<file path="src/rtl/bunch_timing_gen.sv">
// bunch_timing_gen: sample-counter driven bunch window strobes and delayed LUT match pulses.
// Build option: define TIMING_CFG_CHECK_EN to add configuration checking (cfg_err).
module bunch_timing_gen #(
    parameter int CNT_W   = 8,
    parameter int NB_W    = 2,
    parameter int NS_W    = 4,
    parameter int LUT_LAT = 3
) (
    input  logic             clk,
    input  logic             rst_n,
    input  logic             store_strb,
    input  logic [CNT_W-1:0] b1_strobe,
    input  logic [CNT_W-1:0] b2_strobe,
    input  logic [NB_W-1:0]  no_bunches,
    input  logic [NS_W-1:0]  no_samples,
    input  logic [CNT_W-1:0] sample_spacing,
    output logic             bunch_strb,
    output logic             LUTcond,
    output logic [NB_W-1:0]  bunch_idx,
    output logic             done,
    output logic             cfg_err
);
    // state | meaning
    // IDLE  | store_strb low (or not yet armed), counter cleared, config tracking inputs
    // GAP   | acquiring, waiting for start of window k
    // WIN   | acquiring, inside window k
    // DONE  | all bunches finished or counter saturated inside a window
    localparam logic [1:0] IDLE = 2'd0;
    localparam logic [1:0] GAP  = 2'd1;
    localparam logic [1:0] WIN  = 2'd2;
    localparam logic [1:0] DONE = 2'd3;

    localparam int W = CNT_W + NB_W + 1;
    localparam logic [CNT_W-1:0] I_MAX = '1;

    logic [1:0]         st, st_nxt;
    logic [CNT_W-1:0]   i_cnt;
    logic               armed, run, sat;
    logic [CNT_W-1:0]   b1_r, b2_r, sp_r;
    logic [NB_W-1:0]    nb_r, nb_eff;
    logic [NS_W-1:0]    ns_r;
    logic [NB_W-1:0]    k, k_nxt;
    logic [W-1:0]       off, off_nxt, i_w, s_k, e_k;
    logic               in_win, win_end, last_k, hit;
    logic [NB_W-1:0]    lut_cnt, lut_lim;
    logic [W-1:0]       lut_off, lut_pt;
    logic               lut_hit, sat_seen;
    logic [LUT_LAT-1:0] lut_pipe;

    // Nothing starts after reset until store_strb has been seen low once.
    assign run     = store_strb & armed;
    assign sat     = (i_cnt == I_MAX);
    assign i_w     = W'(i_cnt);
    assign s_k     = W'(b1_r) + off;
    assign e_k     = s_k + W'(ns_r);
    assign in_win  = (ns_r != '0) && (i_w >= s_k) && (i_w < e_k);
    assign win_end = (ns_r == '0) ? (i_w >= s_k) : ((i_w + W'(1)) >= e_k);
    assign last_k  = (k == (nb_eff - NB_W'(1)));
    assign hit     = run && in_win && !sat &&
                     ((st == GAP) || (st == WIN) || ((st == IDLE) && (nb_r != '0)));

    always_ff @(posedge clk or negedge rst_n) begin
        if (!rst_n) begin
            armed <= 1'b0;
            i_cnt <= '0;
            b1_r  <= '0;
            b2_r  <= '0;
            sp_r  <= '0;
            nb_r  <= '0;
            ns_r  <= '0;
        end else begin
            if (!store_strb) begin
                armed <= 1'b1;
                b1_r  <= b1_strobe;
                b2_r  <= b2_strobe;
                sp_r  <= sample_spacing;
                nb_r  <= no_bunches;
                ns_r  <= no_samples;
            end
            if (!run) begin
                i_cnt <= '0;
            end else if (!sat) begin
                i_cnt <= i_cnt + CNT_W'(1);
            end
        end
    end

    // Comparisons use >= so overlapping or coincident windows advance k without stalling.
    always_comb begin
        st_nxt  = st;
        k_nxt   = k;
        off_nxt = off;
        if (!run) begin
            st_nxt  = IDLE;
            k_nxt   = '0;
            off_nxt = '0;
        end else begin
            case (st)
                IDLE, GAP, WIN: begin
                    if ((st == IDLE) && (nb_r == '0)) begin
                        st_nxt = DONE;
                    end else if (sat) begin
                        if (st == WIN) st_nxt = DONE;
                    end else if (win_end) begin
                        if (last_k) begin
                            st_nxt = DONE;
                        end else begin
                            st_nxt  = GAP;
                            k_nxt   = k + NB_W'(1);
                            off_nxt = off + W'(sp_r);
                        end
                    end else if (in_win) begin
                        st_nxt = WIN;
                    end else begin
                        st_nxt = GAP;
                    end
                end
                default: st_nxt = DONE;
            endcase
        end
    end

    always_ff @(posedge clk or negedge rst_n) begin
        if (!rst_n) begin
            st         <= IDLE;
            k          <= '0;
            off        <= '0;
            bunch_strb <= 1'b0;
            bunch_idx  <= '0;
        end else begin
            st         <= st_nxt;
            k          <= k_nxt;
            off        <= off_nxt;
            bunch_strb <= hit;
            if (!run) begin
                bunch_idx <= '0;
            end else if (hit) begin
                bunch_idx <= k;
            end
        end
    end

    assign done = (st == DONE);

    // LUT match points run independently of the window FSM; sat_seen stops a held
    // saturated counter from re-matching coincident points.
    assign lut_lim = (nb_r == '0) ? NB_W'(1) : nb_r;
    assign lut_pt  = W'(b2_r) + lut_off;
    assign lut_hit = run && !sat_seen && (lut_cnt < lut_lim) && (i_w == lut_pt);

    always_ff @(posedge clk or negedge rst_n) begin
        if (!rst_n) begin
            lut_cnt  <= '0;
            lut_off  <= '0;
            sat_seen <= 1'b0;
            lut_pipe <= '0;
        end else begin
            sat_seen <= run & sat;
            if (!run) begin
                lut_cnt <= '0;
                lut_off <= '0;
            end else if (lut_hit) begin
                lut_cnt <= lut_cnt + NB_W'(1);
                lut_off <= lut_off + W'(sp_r);
            end
            lut_pipe[0] <= lut_hit;
            for (int j = 1; j < LUT_LAT; j++) begin
                lut_pipe[j] <= lut_pipe[j-1];
            end
        end
    end

    assign LUTcond = lut_pipe[LUT_LAT-1];

`ifdef TIMING_CFG_CHECK_EN
    logic cfg_bad;

    // A bad configuration limits the run to bunch 0.
    assign cfg_bad = (nb_r > NB_W'(1)) && ((sp_r == '0) || (W'(ns_r) > W'(sp_r)));
    assign nb_eff  = cfg_bad ? NB_W'(1) : nb_r;

    always_ff @(posedge clk or negedge rst_n) begin
        if (!rst_n) begin
            cfg_err <= 1'b0;
        end else begin
            cfg_err <= store_strb & cfg_bad;
        end
    end
`else
    assign nb_eff  = nb_r;
    assign cfg_err = 1'b0;
`endif

endmodule

</file>
<file path="config.mk">
export PLATFORM = sky130hd
export DESIGN_NAME = bunch_timing_gen
export DESIGN_NICKNAME = d
export VERILOG_FILES = /design/src/rtl/bunch_timing_gen.sv
export SDC_FILE = /design/constraint.sdc
export NUM_CORES = 1
export LEC_CHECK = 0
export CAP_MARGIN = 20
export CORE_ASPECT_RATIO = 0.75
export CORE_MARGIN = 2
export CORE_UTILIZATION = 50
export DETAILED_ROUTE_END_ITERATION = 6
export GPL_ROUTABILITY_DRIVEN = 1
export HOLD_SLACK_MARGIN = 0.02
export PLACE_DENSITY = 0.83
export SYNTH_ARGS = -nofsm -noshare
export SYNTH_HDL_FRONTEND = slang
export SYNTH_SLANG_ARGS = --single-unit
export TNS_END_PERCENT = 10
</file>
<file path="constraint.sdc">
create_clock -name clk -period 4.23 [get_ports clk]
set_input_delay 0.846 -clock clk [delete_from_list [all_inputs] [get_ports clk]]
set_output_delay 0.846 -clock clk [all_outputs]
set_load 0.02 [all_outputs]
</file>
### Yosys cells after proc, flatten, opt, wreduce, memory -nomap -nowiden

Index checks and enable logic that the tools add are counted.

| word-level totals | value |
|---|---|
| latch bits | 0 |
| logic and storage cells | 97 |
| input bits | 33 |
| ROM bits | 0 |
| memories | 0 |
| memory bits (writable) | 0 |
| register bits after elaboration | 74 |

| cells by class | value |
|---|---|
| reductions and logical operators | 21 |
| eq/ne operators | 14 |
| $lt $le $gt $ge | 4 |
| add/subtract/negate cells | 10 |
| mux-type cells | 30 |
| bitwise logic cells | 2 |
| divide/modulo/power cells | 0 |
| multiply operators | 0 |
| shifts and indexed selects | 0 |

Operator list:

| kind | number |
|---|---|
| 11-bit two-way mux | 8 |
| 2-bit two-way mux | 19 |
| 11-bit by 8-bit adder with 11-bit output | 2 |
| 8-bit by 11-bit adder with 11-bit output | 2 |
| 8-bit two-way mux | 2 |
| 11-bit by 4-bit adder with 11-bit output | 1 |
| 8-bit by 11-bit equality test with 1-bit output | 1 |
| 8-bit by 11-bit >= comparator with 1-bit output | 1 |
| 9-bit by 11-bit >= comparator with 1-bit output | 1 |
| 8-bit by 11-bit less-than comparator with 1-bit output | 1 |
| 1-bit logical AND | 10 |
| 8-bit by 1-bit adder with 9-bit output (second input constant) | 1 |
| 8-bit by 1-bit adder with 8-bit output (second input constant) | 1 |
| 8-bit equality test (second input constant) | 1 |
| 2-bit by 1-bit inequality test with 1-bit output (second input constant) | 4 |
| 2-bit inequality test (second input constant) | 3 |
| 5-bit inequality test (second input constant) | 1 |
| 5-bit AND reduction | 1 |
| 2-bit by 1-bit adder with 2-bit output (second input constant) | 2 |
| 2-bit equality test (second input constant) | 2 |
| 2-bit logical NOT | 2 |
| 4-bit logical NOT | 1 |
| 4-bit nonzero test | 1 |
| 3-bit OR reduction | 1 |
| 9 further kinds | 12 |

### Longest topological paths before layout

Gate-level depths: netlist (run 1).

| depth | value |
|---|---|
| depth in word-level cells | 10 |
| mapped depth | 20 |

### Worst setup path before layout (run 1)

No wires, ideal clock.

| timing | value |
|---|---|
| path type | register to register |
| start point | register off[0] |
| end point | register off[0] |
| period minus slack after synthesis | 4167 ps |
| arrival | 4089 ps |
| path buffers | 1 |
| cell stages (with the launch flop) | 19 |
| library setup time | 78 ps |
| path slack | 63 ps |
| cells stage by stage | dfrtp_1 > ha_1 > inv_1 > fa_1 > fa_1 > nor2b_1 > o21ai_0 > nand2b_1 > nand3_1 > or4_4 > and2_1 > ha_1 > or2_2 > a311oi_1 > and4b_1 > a2111o_1 > clkbuf_1 > nand3_1 > a21oi_1 |

| on the way | value |
|---|---|
| cells in the longest elaborated chain, start to end | 7 |
| elaborated cells between the ends (all ways) | 14 |
| those cells by class | add/sub: 3; order compare: 2; eq/ne: 1; mux: 7; reduce/logical: 1 |

RTL lines:

| what | RTL line | RTL |
|---|---|---|
| start: declaration | 43 | `logic [W-1:0] off, off_nxt, i_w, s_k, e_k;` |
| start signal: assignment | 133 | `off <= off_nxt;` |
| branches (longest 7 deep; another with 8-bit by 11-bit adder with 11-bit output) | n/a |  |

Several ways; the timed one is not identified. The select of a mux whose other input is x is not followed.
A chain may end at the register's enable or synchronous reset.

### Final worst setup path (run 1)

| timing | value |
|---|---|
| start point | register off[0] |
| end point | register st[0] |

| on the way | value |
|---|---|
| cells in the longest elaborated chain, start to end | 10 |
| elaborated cells between the ends (all ways) | 14 |
| those cells by class | add/sub: 2; order compare: 3; mux: 7; reduce/logical: 2 |

RTL lines:

| what | RTL line | RTL |
|---|---|---|
| 8-bit by 11-bit adder with 11-bit output * | 54 | `assign s_k = W'(b1_r) + off;` |
| 11-bit by 4-bit adder with 11-bit output / 8-bit by 11-bit >= comparator with 1-bit output (equally long branches) | 55, 56, 57 |  |
| 8-bit by 11-bit less-than comparator with 1-bit output / 1-bit logical AND (equally long branches) | 56 | `assign in_win = (ns_r != '0) && (i_w >= s_k) && (i_w < e_k);` |
| 1-bit logical AND | 56 |  |
| 2-bit two-way mux | 112 | `end else if (in_win) begin` |
| 2-bit two-way mux * | 104 | `end else if (win_end) begin` |
| 2-bit two-way mux * | 102 | `end else if (sat) begin` |
| 2-bit two-way mux * | 100 | `if ((st == IDLE) && (nb_r == '0)) begin` |
| 2-bit two-way mux * | 98 | `case (st)` |
| 2-bit two-way mux * | 93 | `if (!run) begin` |
| end signal: assignment | 131 | `st <= st_nxt;` |
| end: declaration | 36 | `logic [1:0] st, st_nxt;` |

Every way passes the cells marked *; elsewhere a longest branch is shown, timed or not.

==> results.cfg, run 1 <==
[cells_and_area]
drive_gt1_frac = 0.2073
synthToLayoutAreaGrowth_pct = 24.22
final_area_sq_mm = 0.006893
final_util = 0.6348
final_cell_mix = 74 x dfrtp_1, 63 x ha_1, 44 x buf_4
nNetsFinal = 761
n_antenna_cell = 0
layout_commonest_cell = dfrtp_1

[grt]
first_global_vias = 4801
overflow = 0
antenna_found_initial = 0
grt_pass1_wl_um = 24010
grt_max_degree = 75
gr-usage-all-layers = 0.2533

[timing]
hold_violations = 0
min_period_ps = 4360
slew_headroom = 0.3006
finalSetupViolCount = 15
worst_pin_slew_ps = 1049
setup_slack_ps = -129.7
rsz0062_at_grt = yes
fin_hold_ws_ps = 350.8
fin_skew_ps = 6.952
max_freq_mhz = 229.4
post-route-period-util = 1.031
final_max_slew_viol_count = 0
setup_tns_ps = -978.5

[floorplan]
coreArea_sq_mm = 0.01086
initial_core_util = 0.5110
row_count = 33
io_pins = 39
die_x_um = 125.6
dieArea_sq_mm = 0.01197
die_y_um = 95.24

[synthesis]
syn_area_sq_mm = 0.005549
yosys-top-cells-area = dfrtp_1 33%, ha_1 15%, mux2_2 6.1%
synth_warnings = 0
yosys.area.top_type_share = 0.3337
synth-main-ff-cell = dfrtp_1
post-synth-top-area-cell = dfrtp_1
synth_edf_count = 0
synth_cell_types = 56
ys_ff_latch = 74
synth.avg_cell_area_sq_um = 9.600
yosysSeqAreaShare = 0.3337
synth_cells = 578
ys_async_sr_fraction = 1.000
synth_nets = 683

[status]
violations = setup timing
status = complete, but fails checks

[routing]
final_antenna_net_count = 0
totalWireLength_um = 14840
drtPass1Iterations = 5
vias_per_cell = 6.042
drc = 0
vias = 4840
drtIter0Drc = 387
routedWlPerCell_um = 18.52

[worst_setup_path]
r2r-start = off[0]$_DFFE_PN0P_
crit_type = reg -> reg
crit_chain = ha_2, inv_2, fa_2, fa_2, nor2b_2, o21ai_2, nand2b_1, nand3_2, or4_4, and2_4, ha_4, or2_4, a311oi_1, and4b_2, a211oi_4, or3_1, a22o_1
end_kind = register
max_stage_delay_ps = 560
crit_path_frequent_cell = fa_2
crit_buf_inv = 1
path_delay_family = simple AND/OR/NAND/NOR gates
worstSetupStartpoint = off[0]$_DFFE_PN0P_
cp_slowest_cell = or4_4
arrival_ps = 4590
worst_ep_required_time_ps = 4460
cp_max_fo = 5
start_kind = register

[placed_design]
place_area_sq_mm = 0.006279
port_buffers = 37
hpwl_um = 10140
gp_congestion = 0.9547

[clock_network]
clkTransAtPathRegs_ps = 60
cts_htree_levels = 3
cts_sinks = 74
clk_latency_ps = 340
ctsHoldBuffers = 0
cts_buffers = 9
clock-root-buffer = clkbuf_16
cts_buffer_depth = 2
cts_tree = yes

[pwr]
leakagePower_uw = 0.003241
peakVddDrop_uv = 236.0
cellPowerDensity_mw_per_mm2 = 320.0
power_uw = 2206

[min_path]
min_path_type = reg -> reg
holdCritStartpoint = lut_pipe[1]$_DFF_PN0_

[run]
max_cap_violations = 0
## final timing paths
check / end / slack (ps) / cells after the start
max in group asynchronous: b1_r[1]$_DFFE_PN0N_ / 2920 / 1
max: st[0]$_DFFE_PN0P_ / -130 / 17
min in group asynchronous: sp_r[6]$_DFFE_PN0N_ / 620 / 1
min: lut_pipe[2]$_DFF_PN0_ / 350 / 0
min reg2reg: lut_pipe[2]$_DFF_PN0_ / 350 / 0
max reg2reg: st[0]$_DFFE_PN0P_ / -130 / 17
## per-layer routing
layer	track usage	vias up	share of wire
li1	-	2246	-
met2	0.4297	197	0.47
met3	0.05556	44	0.063
met4	0.07593	0	0.026
met1	0.3287	2353	0.44
met5	0	-	0
## kinds of logic after synthesis
logic type,after synthesis,share of synthesized area
adders and majority gates,72,0.1691
and+or+nand+nor,139,0.1301
AOI/OAI and AO/OA,151,0.1768
buffers and inverters,56,0.04013
other,1,0.0006758
muxes,38,0.07531
DFF,74,0.3337
xor gates and xnor gates,47,0.07418
## power by group
group          switching [uW]  internal [uW]  leakage [uW]  total (uW)
clock network             298            516      0.000153         814
registers                42.6            744      0.000955         787
logic                     301            304       0.00213         605
total                     642           1560       0.00324        2210
## Yosys cell counts, drive strengths merged (6+ instances only)
master / instances
xnor2: 28
clkbuf: 15
nand2b: 12
nand3: 32
or2: 6
o211ai: 12
inv: 35
or3: 6
mux2i: 8
mux2: 30
ha: 67
o21bai: 9
dfrtp: 74
a21oi: 45
nor2: 22
a21o: 17
buf: 6
o21ai: 29
xor2: 19
nand2: 27
o21a: 10
nor3: 8
## registers in the layout, indices dropped and copies added (netlist names)
register and flops:
armed 1, b1_r 8, b2_r 8, bunch_idx 2, bunch_strb 1, i_cnt 8
k 2, lut_cnt 2, lut_off 11, lut_pipe 3, nb_eff 2, ns_r 4
off 11, sat_seen 1, sp_r 8, st 2
## final cells by class
class	instances	area (sq um)
sequential	74	1852
multi-input combinational	449	3645
clock buffer	11	232.7
timing repair buffer	87	778.2
inverter	35	131.4
tap	140	175.2
fill	846	3966
clock inverter	5	78.83
## per-stage QoR
| stage | std cells | setup WS, ps |
|---|---|---|
| detailed placement | 771 | -253.2 |
| floorplan | 578 | 63.26 |
| finish | 801 | -129.7 |
| global route | 801 | -257.8 |
| global placement | 771 | -130.2 |
| CTS | 801 | -23.99 |
## what timing repair did
item,in CTS,in global routing
pin swaps,24,10
gates cloned,1,0
setup endpoints to repair,15,18
setup buffers,13,0
gates resized for setup,32,14
endpoints found under the hold margin,0,0
(Power assumes the default switching activity.)
==> run 2: changes to the inputs <==
- CORE_UTILIZATION: 50 -> 54
- PLACE_DENSITY: 0.83 -> 0.88
- SLEW_MARGIN: default -> 20
==> run 2 against run 1 <==
The flow still finishes with violations (setup timing). Highest routed layer unchanged. Routed wire length down 4.1%. Total power up 3.2%. First-iteration DRC count down 17%. Largest cell class unchanged. Global-route usage up 0.41 points. Combinational power up 3.3%. Clock-buffer cell count up 1. Clock skew about the same. Critical endpoint is now off[6]$_DFFE_PN0P_.
==> results.cfg, run 2 (same netlist as run 1, synthesis figures left out) <==
[min_path]
holdPathStages = 0
min_path_type = reg -> reg

[clock_network]
clkTransAtPathRegs_ps = 60
cts_htree_levels = 3
cts_buffers = 9
clk_latency_ps = 340
ctsHoldBuffers = 0
cts_tree = yes
cts_sinks = 74
clock-root-buffer = clkbuf_16
cts_buffer_depth = 2

[pwr]
leakagePower_uw = 0.003217
cellPowerDensity_mw_per_mm2 = 331.5
clkPwrFrac = 0.381
swShare = 0.2892
internal_power_uw = 1618
power_frac_seq = 0.344
peakVddDrop_uv = 218.2
p_comb_frac = 0.275
power.switching_uw = 658.2

[floorplan]
io_pins = 39
die_x_um = 121.1
row_count = 32
initial_core_util = 0.5478
dieArea_sq_mm = 0.01111
die_y_um = 91.79
coreArea_sq_mm = 0.01013

[worst_setup_path]
path_delay_family = compound AO/OA/AOI/OAI gates
crit_end = off[6]$_DFFE_PN0P_
cp.depth = 19
crit_type = reg -> reg
cp_max_fo = 8
worst_ep_required_time_ps = 4500
r2r_end = off[6]$_DFFE_PN0P_
max_stage_delay_ps = 580
r2r-start = off[0]$_DFFE_PN0P_
cp_slowest_cell = a2111o_2
reg2regPathDepth = 19
start_kind = register
r2r_setup_slack_ps = -240
crit_chain = ha_2, inv_2, fa_2, inv_1, ha_4, a21oi_2, inv_1, a21oi_4, xor2_2, ha_1, and4b_2, a31oi_4, buf_4, a21oi_1, a311oi_2, and4b_1, a2111o_2, a211o_1, a21oi_2
arrival_ps = 4740
worstSetupStartpoint = off[0]$_DFFE_PN0P_
end_kind = register
crit_buf_inv = 4

[routing]
totalWireLength_um = 14230
routedWlPerCell_um = 17.99
drtIter0Drc = 320
drc = 0
vias_per_cell = 5.949
vias = 4706
final_antenna_net_count = 0
drtPass1Iterations = 5

[timing]
setup_slack_ps = -241.8
hold_violations = 0
final_max_slew_viol_count = 0
worst_pin_slew_ps = 1096
rsz0062_at_grt = yes
fin_skew_ps = 7.395
setup_tns_ps = -2346
slew_headroom = 0.2693
finalSetupViolCount = 15
min_period_ps = 4472
max_freq_mhz = 223.6
post-route-period-util = 1.057

[grt]
grt_pass1_wl_um = 22560
antenna_found_initial = 0
gr-usage-all-layers = 0.2574
first_global_vias = 4520
grt_max_degree = 75
overflow = 0

[status]
violations = setup timing
status = complete, but fails checks

[cells_and_area]
layout_commonest_cell = dfrtp_1
nNetsFinal = 755
drive_gt1_frac = 0.2046
top_regs = lut_off x11, off x11
instances_no_fill = 791
final_cell_mix = 74 x dfrtp_1, 63 x ha_1, 42 x buf_4
synthToLayoutAreaGrowth_pct = 23.72
n_antenna_cell = 0

[placed_design]
gp_congestion = 0.9514
port_buffers = 37
hpwl_um = 9762
dp.cells = 759

[run]
max_cap_violations = 0
-- run 2: power by group through the flow --
| stage | sequential [uW] | combinational [uW] | clock [uW] |
|---|---|---|---|
| floorplan | 781 | 326 | 0 |
| finish | 784 | 625 | 867 |
| CTS | 782 | 554 | 868 |
| detailed placement | 795 | 494 | 0 |
| global route | 789 | 683 | 900 |
| global placement | 792 | 466 | 0 |
-- run 2: per-stage QoR --
| stage | hold slack, ps | setup slack [ps] | instance area [sq um] | power [uW] | utilization |
|---|---|---|---|---|---|
| 6_report | 347.9 | -241.8 | 6865 | 2276 | 0.6777 |
| 5_1_grt | 366.7 | -321.5 | 6865 | 2372 | 0.6777 |
| 4_1_cts | 350.0 | 2.205 | 6694 | 2205 | 0.6608 |
| 3_5_place_dp | 337.1 | -319.1 | 6213 | 1289 | 0.6134 |
| 3_3_place_gp | 332.7 | -117.9 | 6213 | 1259 | 0.6134 |
| 2_1_floorplan | 331.2 | 63.26 | 5549 | 1107 | - |
-- run 2: timing repair --
action                                 in CTS  in global routing
buffers inserted                            7                  9
gates resized for setup                    25                 21
gates cloned                                0                  0
endpoints found under the hold margin       0                  0
setup endpoints to repair                  15                 18
pin swaps                                  24                 33
-- run 2: how the worst min path moves through the flow --
stage	startpoint	end	slack (ps)
4_1_cts	lut_pipe[1]$_DFF_PN0_	lut_pipe[2]$_DFF_PN0_	350
5_1_grt	lut_pipe[1]$_DFF_PN0_	lut_pipe[2]$_DFF_PN0_	370
3_5_place_dp	lut_pipe[1]$_DFF_PN0_	lut_pipe[2]$_DFF_PN0_	340
2_1_floorplan	lut_pipe[0]$_DFF_PN0_	lut_pipe[1]$_DFF_PN0_	330
6_report	lut_pipe[1]$_DFF_PN0_	lut_pipe[2]$_DFF_PN0_	350
3_3_place_gp	lut_pipe[1]$_DFF_PN0_	lut_pipe[2]$_DFF_PN0_	330
-- run 2: final cells by class --
type	count	area (sq um)
clock buffer	12	266.5
fill	714	3264
inverter	35	131.4
clock inverter	4	72.57
tap	136	170.2
timing repair buffer	82	720.7
multi-input combinational	448	3652
sequential	74	1852
-- run 2: per-layer routing --
metal	vias up	share of wire	wire length (um)	global-route usage
li1	2235	-	-	-
met1	2271	0.45	6394	0.3495
met2	164	0.47	6668	0.4120
met3	36	0.059	839	0.05970
met4	0	0.023	330	0.07267
met5	-	0	0	0
-- run 2: worst reg2reg max path, delay by kind of cell, from the launching register on --
kind,cells,cell delay (ps)
compound gates,8,1800
xor+xnor,1,100
simple gates,2,480
buf+inv,4,390
fa+ha+maj,4,1280
flops,1,360
==> run 3: changes to the inputs <==
- RECOVER_POWER: default -> 25
==> run 3 against run 2 <==
The run ends with capacitance limit, slew limit, setup timing left. Worst setup slack gained 8.5 ps. Design area is essentially flat. Utilization is essentially flat. Fmax grew 0.19%. Die area is the same. Routed wire length is essentially flat.
==> results.cfg, run 3 (same netlist as run 1, synthesis figures left out) <==
[status]
status = complete, but fails checks
violations = capacitance limit, slew limit, setup timing

[worst_setup_path]
start_kind = register
end_kind = register
crit_type = reg -> reg
cp_max_fo = 8
r2r_setup_slack_ps = -230
arrival_ps = 4730
worst_ep_required_time_ps = 4500

[grt]
grt_max_degree = 75
overflow = 0
gr-usage-all-layers = 0.2574
first_global_vias = 4520
grt_pass1_wl_um = 22560
antenna_found_initial = 0

[clock_network]
cts_buffer_depth = 2
cts_tree = yes
clk_latency_ps = 340
cts_buffers = 9
ctsHoldBuffers = 0
clock-root-buffer = clkbuf_16
cts_sinks = 74
clkTransAtPathRegs_ps = 60
cts_htree_levels = 3

[floorplan]
coreArea_sq_mm = 0.01013
initial_core_util = 0.5478
die_y_um = 91.79
row_count = 32
io_pins = 39
dieArea_sq_mm = 0.01111
die_x_um = 121.1

[timing]
rsz0062_at_grt = yes
worst_pin_slew_ps = 1892
setup_slack_ps = -233.3
finalSetupViolCount = 15
max_freq_mhz = 224.0
fin_hold_ws_ps = 347.9
slew_headroom = -0.2614
min_period_ps = 4463
hold_violations = 0
setup_tns_ps = -2228
post-route-period-util = 1.055
fin_skew_ps = 7.295
final_max_slew_viol_count = 75

[routing]
drc = 0
drtIter0Drc = 320
drtPass1Iterations = 5
vias = 4718
final_antenna_net_count = 0
routedWlPerCell_um = 17.98
totalWireLength_um = 14230
vias_per_cell = 5.965

[cells_and_area]
nFillCells = 715
n_antenna_cell = 0
final_cell_mix = 74 x dfrtp_1, 63 x ha_1, 41 x buf_4
register_area_sq_mm = 0.001852
final_area_sq_mm = 0.006863
drive_gt1_frac = 0.2046
synthToLayoutAreaGrowth_pct = 23.68
top_regs = lut_off x11, off x11
layout_commonest_cell = dfrtp_1
multi_input_area_sq_mm = 0.003652
nNetsFinal = 755

[placed_design]
place_area_sq_mm = 0.006213
gp_congestion = 0.9514
hpwl_um = 9762
port_buffers = 37

[pwr]
cellPowerDensity_mw_per_mm2 = 331.6
leakagePower_uw = 0.003216
peakVddDrop_uv = 218.0

[run]
max_cap_violations = 1

[min_path]
min_path_type = reg -> reg
## run 3: changes by cell type in the layout (fill, tap and decap cells not counted)
| cell | change |
|---|---|
| clkbuf_2 | +1 |
| buf_4 | -1 |
## run 3: layout make-up
class / instances / share of cell area
clock buffer: 12 / 0.03883
tap: 136 / 0.02479
sequential: 74 / 0.2698
timing repair buffer: 82 / 0.1046
inverter: 35 / 0.01914
multi-input combinational: 448 / 0.5322
clock inverter: 4 / 0.01057
## run 3: worst max-delay path, cell delays in order (launching register included)
cell and delay, ps:
dfrtp_1 360, ha_2 200, inv_2 40, fa_2 560, inv_1 80, ha_4 210, a21oi_2 170, inv_1 110
a21oi_4 200, xor2_2 100, ha_1 300, and4b_2 260, a31oi_4 110, buf_4 160, a21oi_1 210, a311oi_2 80
and4b_1 220, a2111o_2 580, a211o_1 340, a21oi_2 110
## run 3: path summary, 6_finish.rpt
| check | start | endpoint | cells after the start |
|---|---|---|---|
| worst max-delay path | off[0]$_DFFE_PN0P_ | off[6]$_DFFE_PN0P_ | 19 |
| worst min-delay path | lut_pipe[1]$_DFF_PN0_ | lut_pipe[2]$_DFF_PN0_ | 0 |
| worst max register to register | off[0]$_DFFE_PN0P_ | off[6]$_DFFE_PN0P_ | 19 |
| worst min register to register | lut_pipe[1]$_DFF_PN0_ | lut_pipe[2]$_DFF_PN0_ | 0 |
| max in group asynchronous | rst_n | i_cnt[4]$_DFFE_PN0N_ | 1 |
| min in group asynchronous | rst_n | sp_r[5]$_DFFE_PN0N_ | 1 |
## run 3: timing repair
| action | 4_1_cts | 5_1_grt |
|---|---|---|
| gates resized for setup | 25 | 21 |
| setup buffers | 7 | 9 |
| setup endpoints to repair | 15 | 18 |
| pin swaps | 24 | 33 |
| cloned | 0 | 0 |
## run 3: power by group
group	internal, uW	total [uW]	leakage [uW]	switching [uW]
logic	310	625	0.00210	315
clock network	564	867	0.000165	303
registers	744	784	0.000955	39.7
## run 3: per-layer routing
| layer | vias up | global-route usage | part of all wire |
|---|---|---|---|
| met5 | - | 0 | 0 |
| met4 | 0 | 0.07267 | 0.023 |
| met3 | 34 | 0.05970 | 0.060 |
| met2 | 177 | 0.4120 | 0.47 |
| met1 | 2274 | 0.3495 | 0.45 |
| li1 | 2233 | - | - |
## run 3: through the flow
stage,setup WS [ps],total power [uW],utilization,instances
after floorplan,63.26,1107,-,578
after global placement,-117.9,1259,0.6134,759
after detailed placement,-319.1,1289,0.6134,759
after CTS,2.205,2205,0.6608,782
after global routing,-321.5,2372,0.6775,791
final,-233.3,2276,0.6775,791
